File: src/rtl/sram_read_sequencer.sv
// ---------------------------------------------------------------------------
// sram_read_sequencer
//
// Read-out side of the capture SRAM. After the write counter has filled the
// circular buffer and raised i_write_ready, this block reads back the last
// i_read_len samples, oldest first. The first address is
// i_last_wr_addr - i_read_len + 1, modulo 2^ADDR_W. Each sample is offered
// to the MCU with a valid/request handshake.
//
// Ports
//   i_clk           system clock, rising edge
//   i_rst_n         synchronous active-low reset
//   i_write_ready   capture complete (level)
//   i_last_wr_addr  final SRAM address written by the capture
//   i_read_len      number of samples to read back, 0 = none
//   i_start         one-cycle read-out request from the MCU
//   i_rd_req        MCU accepts the current o_data_out
//   i_sram_data     SRAM read data
//   o_sram_addr     SRAM read address
//   o_sram_oe_n     SRAM output enable, active-low
//   o_data_out      sample presented to the MCU
//   o_data_valid    o_data_out holds an unaccepted sample
//   o_busy          sequencer owns the SRAM (SETUP/WAIT/PRESENT)
//   o_read_done     every requested sample has been accepted (level)
// ---------------------------------------------------------------------------
module sram_read_sequencer #(
    parameter int ADDR_W   = 18,
    parameter int DATA_W   = 8,
    parameter int SRAM_LAT = 2
) (
    input  logic              i_clk,
    input  logic              i_rst_n,
    input  logic              i_write_ready,
    input  logic [ADDR_W-1:0] i_last_wr_addr,
    input  logic [ADDR_W-1:0] i_read_len,
    input  logic              i_start,
    input  logic              i_rd_req,
    input  logic [DATA_W-1:0] i_sram_data,
    output logic [ADDR_W-1:0] o_sram_addr,
    output logic              o_sram_oe_n,
    output logic [DATA_W-1:0] o_data_out,
    output logic              o_data_valid,
    output logic              o_busy,
    output logic              o_read_done
);

    typedef enum logic [2:0] {
        S_IDLE,
        S_ARM,
        S_SETUP,
        S_WAIT,
        S_PRESENT,
        S_DONE
    } state_t;

    localparam logic [ADDR_W-1:0] ONE      = ADDR_W'(1);
    localparam logic [3:0]        LAT_LAST = 4'(SRAM_LAT - 1);

    state_t             r_state;
    state_t             w_next_state;

    logic [ADDR_W-1:0]  r_last_addr;
    logic [ADDR_W-1:0]  r_len;
    logic [ADDR_W-1:0]  r_addr;
    logic [ADDR_W-1:0]  r_remaining;
    logic [3:0]         r_lat_cnt;
    logic               r_oe_n;
    logic [DATA_W-1:0]  r_data;
    logic               r_valid;

    logic               w_latch;
    logic               w_busy;
    logic               w_abort;
    logic               w_lat_done;
    logic               w_accept;
    logic               w_last_sample;

    assign w_busy        = (r_state == S_SETUP) || (r_state == S_WAIT) ||
                           (r_state == S_PRESENT);
    // A falling i_write_ready while we own the SRAM means a new capture has
    // started and is overwriting the buffer, so the read-out is meaningless.
    assign w_abort       = w_busy && !i_write_ready;
    assign w_lat_done    = (r_lat_cnt == LAT_LAST);
    assign w_accept      = (r_state == S_PRESENT) && i_rd_req;
    assign w_last_sample = (r_remaining == ONE);

    // State register.
    always_ff @(posedge i_clk) begin
        if (!i_rst_n) begin
            r_state <= S_IDLE;
        end else begin
            r_state <= w_next_state;
        end
    end

    // Next-state decode. IDLE and DONE share the start handling so a new
    // read-out can be launched straight from DONE; ARM finishes the same
    // decision once the capture completes. Length and end address are
    // latched on the edge that makes that decision.
    always_comb begin
        w_next_state = r_state;
        w_latch      = 1'b0;
        if (w_abort) begin
            w_next_state = S_IDLE;
        end else begin
            case (r_state)
                S_IDLE, S_DONE: begin
                    if (i_start) begin
                        if (i_write_ready) begin
                            w_latch      = 1'b1;
                            w_next_state = (i_read_len != '0) ? S_SETUP : S_DONE;
                        end else begin
                            w_next_state = S_ARM;
                        end
                    end
                end
                S_ARM: begin
                    if (i_write_ready) begin
                        w_latch      = 1'b1;
                        w_next_state = (i_read_len != '0) ? S_SETUP : S_DONE;
                    end
                end
                S_SETUP: begin
                    w_next_state = S_WAIT;
                end
                S_WAIT: begin
                    if (w_lat_done) begin
                        w_next_state = S_PRESENT;
                    end
                end
                S_PRESENT: begin
                    if (i_rd_req) begin
                        w_next_state = w_last_sample ? S_DONE : S_WAIT;
                    end
                end
                default: begin
                    w_next_state = S_IDLE;
                end
            endcase
        end
    end

    // Datapath: address generation, latency counting, sample capture and
    // the remaining-sample counter. Abort wins over everything including a
    // coincident accept, so the counter and address are left untouched.
    always_ff @(posedge i_clk) begin
        if (!i_rst_n) begin
            r_last_addr <= '0;
            r_len       <= '0;
            r_addr      <= '0;
            r_remaining <= '0;
            r_lat_cnt   <= '0;
            r_oe_n      <= 1'b1;
            r_data      <= '0;
            r_valid     <= 1'b0;
        end else begin
            if (w_latch) begin
                r_last_addr <= i_last_wr_addr;
                r_len       <= i_read_len;
            end
            if (w_abort) begin
                r_oe_n  <= 1'b1;
                r_valid <= 1'b0;
            end else begin
                case (r_state)
                    S_SETUP: begin
                        // Oldest sample of the window; wrap-around across
                        // address 0 is the circular buffer working normally.
                        r_addr      <= r_last_addr - r_len + ONE;
                        r_remaining <= r_len;
                        r_oe_n      <= 1'b0;
                        r_lat_cnt   <= '0;
                    end
                    S_WAIT: begin
                        r_lat_cnt <= r_lat_cnt + 4'd1;
                        if (w_lat_done) begin
                            r_data  <= i_sram_data;
                            r_valid <= 1'b1;
                        end
                    end
                    S_PRESENT: begin
                        if (w_accept) begin
                            r_valid     <= 1'b0;
                            r_remaining <= r_remaining - ONE;
                            if (w_last_sample) begin
                                r_oe_n <= 1'b1;
                            end else begin
                                r_addr    <= r_addr + ONE;
                                r_lat_cnt <= '0;
                            end
                        end
                    end
                    default: begin
                        r_oe_n <= 1'b1;
                    end
                endcase
            end
        end
    end

    assign o_sram_addr  = r_addr;
    assign o_sram_oe_n  = r_oe_n;
    assign o_data_out   = r_data;
    assign o_data_valid = r_valid;
    assign o_busy       = w_busy;
    assign o_read_done  = (r_state == S_DONE);

endmodule

File: config.mk
export PLATFORM = sky130hd
export DESIGN_NAME = sram_read_sequencer
export DESIGN_NICKNAME = d
export VERILOG_FILES = /design/src/rtl/sram_read_sequencer.sv
export SDC_FILE = /design/constraint.sdc
export NUM_CORES = 1
export LEC_CHECK = 0
export ABC_AREA = 1
export BUFFER_PORTS_ARGS = -buffer_cell sky130_fd_sc_hd__buf_2
export CAP_MARGIN = 20
export CORE_MARGIN = 2
export CORE_UTILIZATION = 58
export CTS_CLUSTER_SIZE = 40
export DETAILED_ROUTE_END_ITERATION = 12
export HOLD_SLACK_MARGIN = 0.03
export PLACE_DENSITY = 0.81
export SYNTH_ARGS = -nofsm -noshare
export SYNTH_HDL_FRONTEND = slang
export SYNTH_SLANG_ARGS = --single-unit
File: constraint.sdc
create_clock -name i_clk -period 2.64 [get_ports i_clk]
set_clock_uncertainty 0.2 [all_clocks]
set_input_delay 0.396 -clock i_clk [delete_from_list [all_inputs] [get_ports i_clk]]
set_output_delay 0.396 -clock i_clk [all_outputs]
set_load 0.02 [all_outputs]
# Word level (Yosys, flattened, before mapping)
# Cells that the tools add are included.
# word_totals
ff_bits,89
latchBits,0
ramBits,0
romBits,0
word_cells,76
memories,0
# op_classes
addsub,5
n_mul,0
n_div,0
n_lt_le_gt_ge,0
eq_ne,14
shift,0
muxes,26
bitwise,3
reduce_logical,19
# ops
operator,n
$pmux W18 S2,2
$mux W18,3
$add A18 B1 Y18 const B,2
$mux W3,7
$eq A18 B1 Y1 const B,1
$reduce_bool A18 Y1,1
$sub A18 B1 Y18 const B,1
$sub A18 B18 Y18,1
$pmux W3 S5,1
$ne A2 B2 Y1 const B,7
$pmux W4 S3,1
$reduce_and A3 Y1,4
$reduce_and A4 Y1,3
$mux W4,2
$mux W1,7
$eq A3 B2 Y1 const B,2
$eq A3 B3 Y1 const B,2
$add A4 B1 Y4 const B,1
$eq A4 B1 Y1 const B,1
$pmux W1 S2,2
$reduce_bool A2 Y1,2
$reduce_or A2 Y1,2
$eq A3 B1 Y1 const B,1
$logic_not A3 Y1,1
6 further kinds,10

# Longest topological paths before layout
# Gate-level depths: netlist of the first run.
# depth
word_depth,6
ltp_mapped,16
depth_no_buf,16

# Worst setup path before layout of the first run
# Ideal clock, no wire load.
# synth_path
path_type,reg-to-reg
start,register r_last_addr[1]
end,register r_addr[11] (netlist: o_sram_addr[11])
setup_time_ns,0.118
arrival_time_ns,2.009
required_ns,2.322
path_slack_ns,0.313
stages_incl_launch_ff,15
period_less_slack_ns,2.327
path_cell_list,dfxtp_1 -> inv_1 -> ha_1 -> inv_1 -> ha_1 -> fa_1 -> nand3_1 -> nand2_1 -> nand2_1 -> nand2_1 -> nand2_1 -> nand2_1 -> or2_2 -> nand3_1 -> a21oi_1
# synth_between
elab_chain_len,3
# synth_rtl
element,line,source
from (decl),62,logic [ADDR_W-1:0] r_last_addr;
from (signal assigned),158,r_last_addr <= i_last_wr_addr;
$sub A18 B18 Y18,169,r_addr <= r_last_addr - r_len + ONE;
$add A18 B1 Y18,169,
$pmux W18 S2,165,case (r_state)
to (signal assigned),169,
to (signal assigned),188,r_addr <= r_addr + ONE;
to (decl),64,logic [ADDR_W-1:0] r_addr;
# No other way between the ends.
# A chain may end at the register's enable or synchronous reset.

# Worst setup path in the final report of the first run
# layout_path
start,register r_len[3]
end,register r_addr[10] (netlist: o_sram_addr[10])
# layout_between
elab_chain_len,3
# layout_rtl
element,line,source
from (decl),63,logic [ADDR_W-1:0] r_len;
from (signal assigned),159,r_len <= i_read_len;
$sub A18 B18 Y18,169,
$add A18 B1 Y18,169,
$pmux W18 S2,165,
# No other way between the ends.

==> metrics, run 1 <==
vias in the first global route=5210; CP Class=reg -> reg; min-delay src=i_sram_data[5]; drt via density=5.53; Crit path top cell by count=nand2_1; Iter 0 DRT Violations=343; ANT cells=0; Max-Slew Margin vs Limit=0.440; nets@finish=1004; reg2reg end=o_sram_addr[10]; crit path buf inv count=1; Die Footprint=10500 um2; GP Congestion=0.936; setup_tns=0 ps; final worst slack=204 ps; synthesized cell area=5640 um2; first-pass GRT wire length=24500 um; final hold vios=0; Period minus WS final=2440 ps; maximum VDD drop=0.000617 V; Worst EP arrival=2490 ps; DIE WIDTH=103 um; FF-to-FF path depth=12; core region area=9330 um2; GRT Util Overall=0.295; met2 GRT Util=0.448; Die Ht=103 um; Hold WC Path Type=in -> reg; # setup viols final=0; Synth Register Bits=89; Final Max Tran Viols=0; Initial Util=0.605; global route hottest layer=met2; Seq/Total Area, Yosys=0.316; DPL Wire Length=11400 um; wire per inst=14.3 um; Min-Delay Endpoint=o_data_out[5]; Crit path depth=12; syn_nets=936; most common cell after layout, fill and taps aside=nand2_1; Worst-Margin Slew=839 ps; clock tree root buffer cell=clkbuf_8; max incr delay on CP=360 ps; Ys Warns=0; residual DRC count=0; pwr dens=1110 nW/um2; CTS tree=yes; Rows=35; max-cap viol count=0; DR pass1 iterations=5; RSZ-0062 raised after global routing=false; Distinct cells, synth=43; syn_area_per_cell=6.65 um2; Place WS=161 ps; final WL=15000 um; max frequency=411 MHz; initial antenna violation count=0; LEAKAGE=0.00294 uW; grt ovf=0; Worst setup SP type=flip-flop; area grow syn2layout=11.5%; routed via count=5798; crit-path max FO=4; Worst R2R Setup Slack=200 ps; most frequent cells in the layout=158 x nand2_1, 124 x nor2_1, 89 x inv_1, 89 x a21oi_1, 89 x dfxtp_1; required time worst endpoint=2690 ps; pin count of the biggest net entering global routing=56; worst-path cell chain=inv_1 -> ha_1 -> ha_1 -> a21oi_1 -> nand2_1 -> nand2_1 -> nand2_1 -> nand2_1 -> nand2_1 -> or2_2 -> nand3_1 -> a21oi_1; top cell family by delay on the critical path=simple AND/OR/NAND/NOR gates; Longest Clk Path Bufs=2; Mapped Cells=848; port bufs=78; clock-pin slew on the worst setup and hold paths=90 ps; share of layout cells above drive strength 1=0.138; ANT nets after route=0; global routing usage on met3=0.0454; Crit Reg-Reg Startpoint=r_len[3]; WHS=57.5 ps; Hold Path Stages=3; CTS H-tree lvls=3; Final Cycle Share=0.923; met1 Resource Use GR=0.429; CP max-delay cell=ha_1; Post-CTS Setup Bufs=0; Num CTS Buffers=9; clk_lat worst skew=360 ps; endpoint class of the critical path=flip-flop; Sink Count=89; status=completed; I/O pins=79; Fill cells=843
## metal layers
metal | vias up | part of all wire
li1 | 2935 | -
met1 | 2607 | 0.47
met2 | 233 | 0.43
met3 | 23 | 0.079
met4 | 0 | 0.020
met5 | - | 0
## report_power, final
| group | internal, uW | total (uW) | leakage (uW) | switching (uW) |
|---|---|---|---|---|
| Sequential | 1640 | 1890 | 0.000726 | 252 |
| Clock | 434 | 941 | 0.0000925 | 507 |
| Combinational | 1450 | 4150 | 0.00212 | 2700 |
## logic make-up after synthesis
kind of cell             count (synthesis)  synth area share
buffers and inverters                  123            0.0899
adder cells (fa/ha/maj)                 39            0.0879
XOR/XNOR                                16            0.0248
flip-flops                              89             0.316
AND/OR/NAND/NOR                        377             0.291
AO/OA/AOI/OAI                          204             0.190
## registers in the layout, indices dropped and copies added, names as in the netlist
name	flops
r_lat_cnt	4
o_data_valid	1
r_state	3
o_sram_addr	18
r_last_addr	18
o_data_out	8
r_len	18
r_remaining	18
o_sram_oe_n	1
## how the worst max path moves through the flow
stage	start	slack (ps)	endpoint
after global placement	r_last_addr[1]	230	o_sram_addr[11]
after global routing	r_last_addr[1]	20	o_sram_addr[11]
after detailed placement	r_last_addr[1]	160	o_sram_addr[11]
after CTS	r_last_addr[1]	150	o_sram_addr[11]
after floorplan	r_last_addr[1]	310	o_sram_addr[11]
final	r_len[3]	200	o_sram_addr[10]
## worst register-to-register path, cell delays in order, from the launching register on
cell     delay (ps)
dfxtp_1         310
inv_1            70
ha_1            310
ha_1            360
a21oi_1         160
nand2_1         130
nand2_1          80
nand2_1          90
nand2_1          70
nand2_1          60
or2_2           280
nand3_1         130
a21oi_1          80
## final cells by class
cell class	count	area (um2)	share of cell area
Clock inverter	5	56.3	0.00896
Clock buffer	10	128	0.0203
Multi-Input combinational cell	636	3360	0.534
Inverter	95	359	0.0571
Timing Repair Buffer	85	445	0.0708
Sequential cell	89	1780	0.283
Tap cell	129	161	0.0257
## what timing repair did
item	in CTS	in global routing
gates resized for setup	0	2
hold endpoints to repair	1	0
setup endpoints to repair	0	1
hold buffers	1	0
## Yosys cell counts, drive strengths merged
| cell | count | area share |
|---|---|---|
| nand4 | 5 | 0.0082 |
| xor2 | 10 | 0.016 |
| or2 | 5 | 0.0060 |
| nor4 | 1 | 0.0011 |
| nand2 | 162 | 0.11 |
| o211a | 1 | 0.0018 |
| xnor2 | 6 | 0.0093 |
| o22ai | 1 | 0.0011 |
| a21o | 1 | 0.0013 |
| o21bai | 3 | 0.0040 |
| nor2 | 127 | 0.086 |
| inv | 95 | 0.064 |
| a31oi | 4 | 0.0044 |
| dfxtp | 89 | 0.32 |
| nor3 | 17 | 0.020 |
| nand3 | 54 | 0.051 |
| a211oi | 3 | 0.0049 |
| o211ai | 4 | 0.0053 |
| o21ai | 97 | 0.087 |
| buf | 8 | 0.013 |
| ha | 38 | 0.084 |
| nor3b | 3 | 0.0040 |
| a21oi | 90 | 0.081 |
| clkbuf | 20 | 0.013 |
| nand3b | 3 | 0.0040 |
| fa | 1 | 0.0036 |
## through the flow
stage / area, um2 / total power, uW / util / cells
after global placement: 6090 / 5810 / 0.653 / 1033
after floorplan: 5640 / 4960 / - / 848
after detailed placement: 6090 / 5930 / 0.653 / 1033
after global routing: 6290 / 7600 / 0.674 / 1049
final: 6290 / 6980 / 0.674 / 1049
after CTS: 6280 / 6880 / 0.674 / 1049
Note: power is estimated with default switching activity, not from simulation.
==> run 2: changes to the inputs <==
- CORE_UTILIZATION: 58 -> 53
- PLACE_DENSITY: 0.81 -> 0.78
- clock period: 2.64 -> 2 ns (I/O delays scaled with it)
==> run 2 against run 1 <==
Effect of this change:
- utilization grew 8.3 points
- fmax up 8.3%
- non-clock buffer count is 101 higher
- first-iteration DRC count is 46% higher
- worst setup slack lost 450 ps
- the flow now finishes with violations (setup timing)
- largest cell class unchanged
- sequential power grew 35%
- combinational power increased by 100%
- sequential cell count did not move
- clock-buffer cell count is the same
- cell count increased by 10%
- register-to-register slack lost 450 ps
==> metrics, run 2 (synthesized netlist as in run 1, its figures left out) <==
first-pass GRT wire length=28200 um (+15%); CTS H-tree lvls=3 (unchanged); clock-pin slew on the worst setup and hold paths=90 ps (about the same); DR pass1 iterations=5 (unchanged); Fill cells=718 (-15%); Worst setup SP type=flip-flop; Num CTS Buffers=9 (unchanged); Overall Power=12400 uW (+77%); Metal-1 WL=7820 um (+12%); Hold Path Stages=3 (unchanged); required time worst endpoint=2080 ps (-610 ps); final worst slack=-250 ps (-454 ps); Sink Count=89 (unchanged); initial antenna violation count=0 (unchanged); nets@finish=1105 (+10%); status=complete, but fails checks; Sw Pwr=5660 uW (+64%); WHS=39.0 ps (-18.5 ps); FF-to-FF path depth=15 (+3); endpoint class of the critical path=flip-flop; CTS tree=yes; max-cap viol count=0 (unchanged); pin count of the biggest net entering global routing=63 (+13%); GP Congestion=0.938 (+0.20%); DIE WIDTH=107 um (+4.4%); port bufs=78 (unchanged); LEAKAGE=0.00349 uW (+19%); cell area after layout=7820 um2 (+24%); maximum VDD drop=0.00108 V (+74%); Crit Reg-Reg Startpoint=r_last_addr[1]; core region area=10300 um2 (+11%); routed via count=6296 (+8.6%); DPL Wire Length=11800 um (+3.9%); clock tree root buffer cell=clkbuf_8; Worst-Margin Slew=517 ps (-323 ps); final WL=18200 um (+21%); Max-Slew Margin vs Limit=0.655 (+0.215); Flop pwr share=0.207 (-0.064); GRT Util Overall=0.311 (+0.0165); ANT nets after route=0 (unchanged); crit path from=r_last_addr[1]; wire per inst=15.7 um (+9.4%); residual DRC count=0 (unchanged); pwr dens=1580 nW/um2 (+42%); Worst R2R Setup Slack=-250 ps (-450 ps); Comb power frac=0.679 (+0.084); vias in the first global route=5834 (+12%); ANT cells=0 (unchanged); max frequency=445 MHz (+8.3%); reg2reg end=o_sram_addr[13]; CP Capture Point=o_sram_addr[13]; Iter 0 DRT Violations=502 (+46%); failing checks=setup timing; Initial Util=0.546 (-0.0583); crit-path max FO=3 (-1); Die Ht=107 um (+4.4%); clk_lat worst skew=380 ps (+20 ps); Final Cycle Share=1.12 (+0.202); switch share=0.458 (-0.0380); most common cell after layout, fill and taps aside=nand2_1; Worst EP arrival=2330 ps (-160 ps); worst-path cell chain=inv_2 -> ha_4 -> inv_2 -> ha_4 -> fa_2 -> nand3_2 -> nand2_2 -> nand2_2 -> nand2_4 -> nand2_2 -> nand3b_1 -> nand3_1 -> nand3_1 -> nand2_1 -> inv_1; max incr delay on CP=360 ps (about the same); Rows=37 (+5.7%); I/O pins=79 (unchanged); Hold WC Path Type=in -> reg; RSZ-0062 raised after global routing=true; grt ovf=0 (unchanged); Period minus WS final=2250 ps (-186 ps); routed wl met2=8690 um (+33%); Clock power frac=0.114 (-0.021); share of layout cells above drive strength 1=0.305 (+0.167); most frequent cells in the layout=140 x nand2_1, 118 x nor2_1, 82 x a21oi_1; CP max-delay cell=fa_2; Routed met3 length=1120 um (-5.4%); Crit path top cell by count=nand2_2; Final Max Tran Viols=0 (unchanged); drt via density=5.44 (-1.6%); Placed Area=6700 um2 (+10%); internal power=6690 uW (+90%); CP Class=reg -> reg; DR top layer=met4; Longest Clk Path Bufs=2 (unchanged); final hold vios=0 (unchanged); # setup viols final=13 (+13); area grow syn2layout=38.6%; Die Footprint=11500 um2 (+9.1%)
[run 2: metal layers]
layer,GRT usage,vias to the layer above
met5,0,-
met1,0.405,2850
met2,0.524,273
met4,0.115,0
met3,0.0432,47
li1,-,3126
[run 2: power by group through the flow]
| stage | Sequential (uW) | Combinational, uW | Clock, uW |
|---|---|---|---|
| after floorplan | 2560 | 4190 | 0 |
| after global placement | 2470 | 6430 | 0 |
| after detailed placement | 2480 | 6530 | 0 |
| after CTS | 2500 | 7560 | 1400 |
| after global routing | 2590 | 9150 | 1500 |
| final | 2560 | 8390 | 1410 |
[run 2: critical path: cells and delay by family, from the launching register on]
family / cells / cell delay, ps
adder cells (fa/ha/maj): 3 / 770
buffers and inverters: 3 / 130
flip-flops: 1 / 340
AND/OR/NAND/NOR: 9 / 710
[run 2: worst min path at each step]
stage                           start               to  slack [ps]
global placement      r_remaining[16]  r_remaining[16]         250
finish                 i_read_len[14]        r_len[14]          40
CTS                     i_read_len[1]         r_len[1]          30
global route        i_last_wr_addr[3]   r_last_addr[3]          40
detailed placement    r_remaining[17]  r_remaining[17]         260
floorplan                    i_rd_req     o_data_valid         200
[run 2: per-stage QoR]
stage / std cells / setup slack [ps] / setup TNS (ps) / utilization
floorplan: 848 / -170 / -489 / -
finish: 1158 / -250 / -1890 / 0.757
detailed placement: 1105 / -278 / -2520 / 0.649
global placement: 1105 / -193 / -1880 / 0.649
global route: 1158 / -351 / -3450 / 0.757
CTS: 1156 / -269 / -1840 / 0.741
[run 2: timing repair]
action | in CTS | in global routing
endpoints found under the hold margin | 31 | 0
pin swaps | 13 | 19
hold buffers | 31 | 0
buffers inserted | 4 | 3
setup endpoints to repair | 16 | 51
resized for setup | 67 | 59
[run 2: area by class of cell]
| class | count | area (um2) | share of cell area |
|---|---|---|---|
| Clock buffer | 10 | 128 | 0.0163 |
| Clock inverter | 6 | 90.1 | 0.0115 |
| Inverter | 95 | 364 | 0.0466 |
| Multi-Input combinational cell | 636 | 3930 | 0.503 |
| Sequential cell | 89 | 1810 | 0.232 |
| Tap cell | 136 | 170 | 0.0218 |
| Timing Repair Buffer | 186 | 1320 | 0.169 |
==> run 3: changes to the inputs <==
- CORE_UTILIZATION: 53 -> 40
- PLACE_DENSITY: 0.78 -> not set
==> run 3 against run 2 <==
Effect of this change:
- the flow still finishes with violations (setup timing)
- first-iteration DRC count down 46%
- worst setup slack worse by 44 ps
- design area up 2.6%
- highest routed layer unchanged
- critical path type unchanged
- critical path depth down 3
- utilization down 18 points
- die area up 31%
- sequential share of layout area down 0.64 points
- sequential power down 2%
- largest cell class unchanged
==> metrics, run 3 (synthesized netlist as in run 1, its figures left out) <==
GP Congestion=0.882 (-6.0%); CTS tree=yes; Worst EP arrival=2330 ps (about the same); final core utilization=0.580 (-0.177); ANT nets after route=0 (unchanged); Initial Util=0.408 (-0.138); pwr dens=1600 nW/um2 (+1.0%); share of layout cells above drive strength 1=0.323 (+0.0173); initial antenna violation count=0 (unchanged); area of the multi-input gates=3950 um2 (+0.48%); clk_lat worst skew=350 ps (-30 ps); LEAKAGE=0.00356 uW (+2.1%); Rows=43 (+16%); drt via density=4.91 (-9.7%); GRT Util Overall=0.235 (-0.0764); required time worst endpoint=2030 ps (-50 ps); Sink Count=89 (unchanged); top cell family by delay on the critical path=adder cells; first-pass GRT wire length=27800 um (-1.6%); ANT cells=0 (unchanged); CP max-delay cell=fa_2; internal power=7190 uW (+7.4%); # setup viols final=14 (+1); WHS=34.1 ps (-4.92 ps); Hold Path Stages=3 (unchanged); Flop pwr share=0.196 (-0.011); Fill cells=1253 (+75%); worst-path cell chain=inv_2 -> ha_4 -> inv_2 -> ha_4 -> fa_2 -> buf_4 -> buf_6 -> buf_6 -> buf_6 -> xor2_2 -> o21ai_1 -> a21oi_1; CTS H-tree lvls=3 (unchanged); Worst-Margin Slew=625 ps (+109 ps); Max-Slew Margin vs Limit=0.583 (-0.0724); nets@finish=1109 (+0.36%); min-delay src=i_last_wr_addr[12]; cell area after layout=8020 um2 (+2.6%); failing checks=setup timing; max-cap viol count=0 (unchanged); Die Ht=123 um (+15%); Min-Delay Endpoint=r_last_addr[12]; FF-to-FF path depth=12 (-3); area grow syn2layout=42.2%; Period minus WS final=2290 ps (+44.2 ps); Place WS=-259 ps (+19.1 ps); Hold WC Path Type=in -> reg; Sw Pwr=5610 uW (-0.92%); clock-pin slew on the worst setup and hold paths=60 ps (-30 ps); residual DRC count=0 (unchanged); I/O pins=79 (unchanged); Num CTS Buffers=9 (unchanged); wire per inst=14.2 um (-9.2%); final worst slack=-294 ps (-44.2 ps); max incr delay on CP=380 ps (+20 ps); vias in the first global route=5626 (-3.6%); DPL Wire Length=12200 um (+3.2%); Worst setup SP type=flip-flop; reg2reg end=o_sram_addr[3]; most common cell after layout, fill and taps aside=nand2_1; max frequency=436 MHz (-1.9%); DIE WIDTH=123 um (+15%); core region area=13800 um2 (+34%); Worst R2R Setup Slack=-290 ps (-40 ps); pin count of the biggest net entering global routing=63 (unchanged); maximum VDD drop=0.000685 V (-36%); Crit path top cell by count=buf_6; routed via count=5918 (-6.0%); endpoint class of the critical path=flip-flop; Crit Reg-Reg Startpoint=r_last_addr[1]; Reg area=1810 um2 (-0.28%); crit-path max FO=2 (-1); final WL=17200 um (-5.4%); port bufs=78 (unchanged); switch share=0.438 (-0.0200); crit path buf inv count=6 (+3); Placed Area=6860 um2 (+2.5%); Die Footprint=15100 um2 (+31%); grt ovf=0 (unchanged); RSZ-0062 raised after global routing=true; Comb power frac=0.656 (-0.023); Clock power frac=0.148 (+0.034); clock tree root buffer cell=clkbuf_16; DR pass1 iterations=4 (-1); Longest Clk Path Bufs=2 (unchanged); Final Cycle Share=1.15 (+0.0221); CP Class=reg -> reg; Iter 0 DRT Violations=271 (-46%); status=complete, but fails checks; final hold vios=0 (unchanged); most frequent cells in the layout=139 x nand2_1, 117 x nor2_1, 82 x buf_4; Final Max Tran Viols=0 (unchanged)
-- run 3: power by group through the flow --
stage	combinational, uW	clock, uW	sequential [uW]
3_5_place_dp	6730	0	2460
3_3_place_gp	6730	0	2450
4_1_cts	7760	1920	2480
2_1_floorplan	4190	0	2560
5_1_grt	9290	1990	2560
6_report	8400	1890	2510
-- run 3: layout make-up --
type	instances	area share
Tap cell	180	0.0281
Inverter	95	0.0451
Clock inverter	6	0.0111
Sequential cell	89	0.226
Timing Repair Buffer	190	0.167
Clock buffer	10	0.0298
Multi-Input combinational cell	636	0.493
-- run 3: per-layer routing --
layer,GRT usage,part of all wire,vias up
met5,0,0,-
met1,0.327,0.50,2619
li1,-,-,3146
met2,0.377,0.45,134
met4,0.0668,0.016,0
met3,0.0349,0.040,19
-- run 3: what timing repair did --
action                                 in CTS  in global routing
endpoints found under the hold margin      23                  0
resized for setup                          65                 62
buffers inserted                            4                  2
cloned                                      0                  0
hold buffers                               23                  0
pin swaps                                   9                 27
setup endpoints to repair                  16                 43
-- run 3: how the worst max path moves through the flow --
stage | start | cells after the start | to
finish | r_last_addr[1] | 12 | o_sram_addr[3]
global route | r_last_addr[1] | 14 | o_sram_addr[11]
CTS | r_last_addr[1] | 14 | o_sram_addr[11]
detailed placement | r_last_addr[1] | 14 | o_sram_addr[11]
global placement | r_len[12] | 13 | o_sram_addr[17]
floorplan | r_last_addr[1] | 14 | o_sram_addr[11]
-- run 3: per-stage QoR --
step / setup TNS (ps) / power [uW] / cells
detailed placement: -2520 / 9190 / 1162
floorplan: -489 / 6750 / 848
global placement: -2390 / 9180 / 1162
CTS: -1730 / 12200 / 1204
finish: -1890 / 12800 / 1206
global route: -3150 / 13800 / 1206
-- run 3: worst min-delay path: stages --
cell     delay, ps
buf_2           70
o21ai_0         70
nor2_1         100
